`src/rtl/veer_trace_serializer.sv`:
```
// Splits VeeR retirement trace packets into per-slot records and drains them over valid/ready.
// Optional per-record cycle timestamp: define VEER_TRACE_TIMESTAMP_EN.
package veer_trace_pkg;
    typedef struct packed {
        logic [95:0] trace_rv_i_insn_ip;
        logic [95:0] trace_rv_i_address_ip;
        logic [2:0]  trace_rv_i_valid_ip;
        logic [2:0]  trace_rv_i_exception_ip;
        logic [4:0]  trace_rv_i_ecause_ip;
        logic [2:0]  trace_rv_i_interrupt_ip;
        logic [31:0] trace_rv_i_tval_ip;
    } trace_pkt_t;
endpackage

module veer_trace_serializer
    import veer_trace_pkg::*;
#(
    parameter int DEPTH = 8,
    parameter int CNTW  = 16
) (
    input  logic                     clk,
    input  logic                     rst,
    input  trace_pkt_t               trace_pkt,
    output logic                     trc_valid,
    input  logic                     trc_ready,
    output logic [31:0]              trc_insn,
    output logic [31:0]              trc_addr,
    output logic [1:0]               trc_slot,
    output logic                     trc_exception,
    output logic                     trc_interrupt,
    output logic [4:0]               trc_ecause,
    output logic [31:0]              trc_tval,
    output logic                     trc_ovf,
`ifdef VEER_TRACE_TIMESTAMP_EN
    output logic [31:0]              trc_tstamp,
`endif
    output logic [CNTW-1:0]          drop_cnt,
    output logic [$clog2(DEPTH):0]   fifo_level
);
    localparam int AW = $clog2(DEPTH);
    localparam int LW = AW + 1;

    typedef struct packed {
        logic [31:0] insn;
        logic [31:0] addr;
        logic [1:0]  slot;
        logic        exc;
        logic        intr;
        logic [4:0]  ecause;
        logic [31:0] tval;
        logic        ovf;
`ifdef VEER_TRACE_TIMESTAMP_EN
        logic [31:0] tstamp;
`endif
    } rec_t;

    rec_t          mem [DEPTH];
    rec_t          slot_rec [3];
    logic [1:0]    slot_off [3];
    logic [AW-1:0] wptr;
    logic [AW-1:0] rptr;
    logic [LW-1:0] level;
    logic [LW-1:0] space;
    logic          ovf_pend;
    logic [2:0]    vld;
    logic [1:0]    n;
    logic          accept;
    logic          pop;
    rec_t          head;
`ifdef VEER_TRACE_TIMESTAMP_EN
    logic [31:0]   cycle_cnt;
`endif

    assign vld    = trace_pkt.trace_rv_i_valid_ip;
    assign n      = 2'(vld[0]) + 2'(vld[1]) + 2'(vld[2]);
    assign space  = LW'(DEPTH) - level;
    assign accept = (n != 2'd0) && (space >= LW'(n));
    assign pop    = trc_valid && trc_ready;

    // Valid slots are packed densely in ascending slot order.
    always_comb begin
        slot_off[0] = 2'd0;
        slot_off[1] = 2'(vld[0]);
        slot_off[2] = 2'(vld[0]) + 2'(vld[1]);
        for (int k = 0; k < 3; k++) begin
            slot_rec[k].insn   = trace_pkt.trace_rv_i_insn_ip[32*k +: 32];
            slot_rec[k].addr   = trace_pkt.trace_rv_i_address_ip[32*k +: 32];
            slot_rec[k].slot   = 2'(k);
            slot_rec[k].exc    = trace_pkt.trace_rv_i_exception_ip[k];
            slot_rec[k].intr   = trace_pkt.trace_rv_i_interrupt_ip[k];
            slot_rec[k].ecause = (slot_rec[k].exc || slot_rec[k].intr)
                               ? trace_pkt.trace_rv_i_ecause_ip : 5'd0;
            slot_rec[k].tval   = (slot_rec[k].exc || slot_rec[k].intr)
                               ? trace_pkt.trace_rv_i_tval_ip : 32'd0;
            slot_rec[k].ovf    = ovf_pend && (slot_off[k] == 2'd0);
`ifdef VEER_TRACE_TIMESTAMP_EN
            slot_rec[k].tstamp = cycle_cnt;
`endif
        end
    end

    always_ff @(posedge clk) begin
        if (!rst && accept) begin
            for (int k = 0; k < 3; k++) begin
                if (vld[k]) mem[wptr + AW'(slot_off[k])] <= slot_rec[k];
            end
        end
    end

    always_ff @(posedge clk) begin
        if (rst) begin
            wptr     <= '0;
            rptr     <= '0;
            level    <= '0;
            drop_cnt <= '0;
            ovf_pend <= 1'b0;
        end else begin
            if (accept) begin
                wptr     <= wptr + AW'(n);
                ovf_pend <= 1'b0;
            end else if (n != 2'd0) begin
                ovf_pend <= 1'b1;
                if (drop_cnt != '1) drop_cnt <= drop_cnt + CNTW'(1);
            end
            if (pop) rptr <= rptr + AW'(1);
            level <= level + (accept ? LW'(n) : LW'(0)) - LW'(pop);
        end
    end

`ifdef VEER_TRACE_TIMESTAMP_EN
    always_ff @(posedge clk) begin
        if (rst) cycle_cnt <= '0;
        else     cycle_cnt <= cycle_cnt + 32'd1;
    end
`endif

    assign head          = mem[rptr];
    assign trc_valid     = (level != '0) && !rst;
    assign trc_insn      = head.insn;
    assign trc_addr      = head.addr;
    assign trc_slot      = head.slot;
    assign trc_exception = head.exc;
    assign trc_interrupt = head.intr;
    assign trc_ecause    = head.ecause;
    assign trc_tval      = head.tval;
    assign trc_ovf       = head.ovf;
`ifdef VEER_TRACE_TIMESTAMP_EN
    assign trc_tstamp    = head.tstamp;
`endif
    assign fifo_level    = level;
endmodule
```
`config.mk`:
```
export PLATFORM = sky130hd
export DESIGN_NAME = veer_trace_serializer
export DESIGN_NICKNAME = d
export VERILOG_FILES = /design/src/rtl/veer_trace_serializer.sv
export SDC_FILE = /design/constraint.sdc
export NUM_CORES = 2
export LEC_CHECK = 0
export CAP_MARGIN = 20
export CORE_MARGIN = 1.5
export CORE_UTILIZATION = 45
export DETAILED_ROUTE_END_ITERATION = 10
export PLACE_DENSITY = 0.69
export SYNTH_ARGS = -nofsm -noshare
export SYNTH_HDL_FRONTEND = slang
export SYNTH_SLANG_ARGS = --single-unit
```
`constraint.sdc`:
```
create_clock -name clk -period 20.5 [get_ports clk]
set_clock_uncertainty 0.2 [all_clocks]
set_input_delay 3.075 -clock clk [delete_from_list [all_inputs] [get_ports clk]]
set_output_delay 3.075 -clock clk [all_outputs]
set_load 0.02 [all_outputs]
```
==> impl_results.md <==
- Final cycle utilization of the critical path: 41.6%
- Maximum clock frequency: 117 MHz
- Cell count after synthesis: 4507
- Post-layout nets: 4758
- Starting density of the core: 45.3%
- Port Buf Inserts: 367
- Peak per-stage delay on the critical path: 0.92 ns
- Kind of start point of the critical path: input port
- Unrepaired setup endpoints after global routing: false
- Largest area contributor in the synthesized netlist: sky130_fd_sc_hd__edfxtp_1
- Number of detailed-route iterations in the first pass: 8
- Final setup fails: 0
- Row cnt: 120
- Source of the critical timing path: trace_pkt[43]
- Total routed wirelength: 163 mm
- Clock tree from TritonCTS: done
- Depth of the worst register-to-register path: 7
- Most common flop cell mapped by yosys: sky130_fd_sc_hd__edfxtp_1
- Root Driver: sky130_fd_sc_hd__clkbuf_16
- Worst hold slack: 0.256 ns
- CP Capture Type: register
- Data arrival, critical path: 8.61 ns
- Post-layout min period: 8.53 ns
- DP Wirelength: 88.2 mm
- Clock buffers created by TritonCTS: 97
- Largest fanout on the critical path: 56
- Number of sinks driven by the clock tree: 878
- Largest net degree at the start of global routing: 110
- Via Count: 37700
- Final weighted congestion in routability-driven placement: 0.916
- R2r setup slk: 15.17 ns
- Critical path's top delay family: simple AND/OR/NAND/NOR gates
- Number of buffer and inverter stages on the critical path: 3
- Number of routed nets with antenna violations: 0
- Cell Area, Synth: 0.0484 sq mm
- Largest vdd supply drop: 0.0000843 V
- Overflow after GRT: 0
- Register area share after synthesis: 53.5%
- Core area: 0.107 sq mm
- CP endpoint: mem[4][29]
- Async SR Flop Fraction: 0%
- Leading cell type by number of instances after synthesis: sky130_fd_sc_hd__nand2_1
- Layout-stage area growth over the synthesis result: 14.2%
- Initial antenna violation count: 31
- Number of global-route vias before repair: 36600
- Number of cells on the critical path: 9
- Latest clock arrival within the worst-skew pair: 0.67 ns
- Number of setup buffers added after CTS: 0
- Largest buffer count on any clock path: 3
- Cell variety after synth: 69
- Via density per instance: 6.28
- Pins over their slew limit: 0
- DIE AREA: 0.110 sq mm
- Final-layout setup total negative slack: 0 ns
- Status: finished, final reports clean
- Total global-route track usage: 29.4%
- Top area cells in the synthesized netlist: sky130_fd_sc_hd__edfxtp_1 52%, sky130_fd_sc_hd__mux4_2 9.9%, sky130_fd_sc_hd__nand2_1 8.7%
- Layout cells sized above 1: 13.3%
- Die Wd: 331 microns
- Pleak: 18.9 nW
- Worst flop-to-flop path startpoint: wptr[0]
- Count of H-tree levels built during CTS: 3
- Ports placed on the boundary: 368
- Avg Synthesized Cell Area: 10.7 sq um
- Flip-flop and latch count after synthesis: 878
- Die height: 331 microns
- Wire length of the first global-routing pass: 237 mm
- Number of synthesized flops with an enable pin: 832
- Number of DRC violations after detailed-routing iteration 0: 5000
- Total power density per cell area: 114 mW/mm^2
- Path type of the worst min-delay path: reg2reg
- Count of yosys warnings during synthesis: 0
- Routed WL per cell: 27.0 microns
- Number of buffers added to fix hold violations after cts: 0
- Worst-path clk slew: 0.06 ns
- Net count after synthesis: 4769
- Top post-synthesis cells by count: 1116 x sky130_fd_sc_hd__nand2_1, 832 x sky130_fd_sc_hd__edfxtp_1, 579 x sky130_fd_sc_hd__nor2_1
- Slowest cell on the critical path: sky130_fd_sc_hd__buf_4
- Transition time of the tightest slew-check pin: 1.23 ns
- Portion of synthesized cell area occupied by the leading cell type: 51.6%
- Final hold viol count: 0
- Number of max-capacitance violations reported: 0
- Crit path kind: in2reg
- CP Cell Sequence: clkdlybuf4s50_1, inv_1, fa_1, and2_1, or4_1, a211oi_4, a31oi_1, nand2_4, buf_4
- DRC: 0
- Required time reported for the critical path endpoint: 20.58 ns
- Gates resized, CTS repair: 0
- Relative slew slack: 17.9%
- FF-to-FF End: mem[4][29]
[worst min-delay path by stage]
stage	from	end	slack (ns)	cells after the start
3_3_place_gp	mem[6][41]	mem[6][41]	0.23	1
4_1_cts	mem[2][41]	mem[2][41]	0.25	1
3_5_place_dp	mem[2][41]	mem[2][41]	0.23	1
2_1_floorplan	mem[6][41]	mem[6][41]	0.22	1
5_1_grt	mem[2][41]	mem[2][41]	0.26	1
6_report	mem[2][41]	mem[2][41]	0.26	1
[flip-flops by register name, summed over array words and instances (netlist names), named ones only]
signal / count
rptr: 3
ovf_pend: 1
drop_cnt: 16
mem: 848
fifo_level: 4
wptr: 3
[cells in the final DEF, fill, tap and decap left out, types with 26 or more instances in the layout]
master                            netlist  final
sky130_fd_sc_hd__edfxtp_1             832    832
sky130_fd_sc_hd__mux2_2               110    110
sky130_fd_sc_hd__a21boi_0             215    215
sky130_fd_sc_hd__clkdlybuf4s50_1        0    367
sky130_fd_sc_hd__buf_4                 59     77
sky130_fd_sc_hd__a21boi_1              46     46
sky130_fd_sc_hd__mux4_2               212    212
sky130_fd_sc_hd__diode_2                0     26
sky130_fd_sc_hd__clkbuf_16              0    103
sky130_fd_sc_hd__nor2_1               579    579
sky130_fd_sc_hd__dfxtp_1               46     43
sky130_fd_sc_hd__a31oi_1              539    539
sky130_fd_sc_hd__nand2_1             1116   1110
[cell families (layout without fill, tap and decap cells)]
kind of cell	count (synthesis)	after routing	share of synthesized area, %
muxes	322	322	12.4
DFF	878	878	53.5
and+or+nand+nor	1780	1780	14.5
xor gates and xnor gates	13	13	0.313
other	0	26	0
adders and majority gates	21	21	0.605
AOI/OAI and AO/OA	915	915	13.0
buffers and inverters	578	651	5.69
[per-stage QoR]
step | cells | util (%) | setup slack [ns] | power (W) | instance area, sq um
4_1_cts | 5980 | 51.6 | 12.09 | 0.00628 | 55100
6_report | 6009 | 51.7 | 11.97 | 0.00629 | 55300
3_5_place_dp | 5797 | 48.7 | 11.38 | 0.00459 | 52100
3_3_place_gp | 5797 | 48.7 | 11.41 | 0.00455 | 52100
5_1_grt | 6002 | 51.7 | 11.71 | 0.00651 | 55200
2_1_floorplan | 4507 | - | 2.47 | 0.00382 | 48400
[metal layers]
| layer | vias up | routed length, microns | part of all wire [%] | GRT usage [%] |
|---|---|---|---|---|
| met4 | 20 | 6090 | 3.7 | 12.4 |
| met3 | 426 | 19400 | 12 | 6.44 |
| met5 | - | 94 | 0.058 | 0 |
| li1 | 16300 | - | - | - |
| met2 | 2506 | 76700 | 47 | 47.0 |
| met1 | 18400 | 60200 | 37 | 38.7 |
[report_power, final]
group,internal [W],leakage [nW],switching [W]
sequential,0.00239,7.95,0.0000985
combinational,0.000791,9.45,0.00130
clock,0.000975,1.50,0.000736
[final cells by class]
cell class / instances / area [sq um]
fill: 9202 / 51600
clock buffer: 123 / 2650
tap: 1403 / 1760
sequential: 878 / 25900
multi-input combinational: 3051 / 20000
inverter: 20 / 75.1
timing repair buffer: 448 / 4340
antenna: 26 / 65.1
clock inverter: 60 / 414
Note: power is estimated with default switching activity, not from simulation.
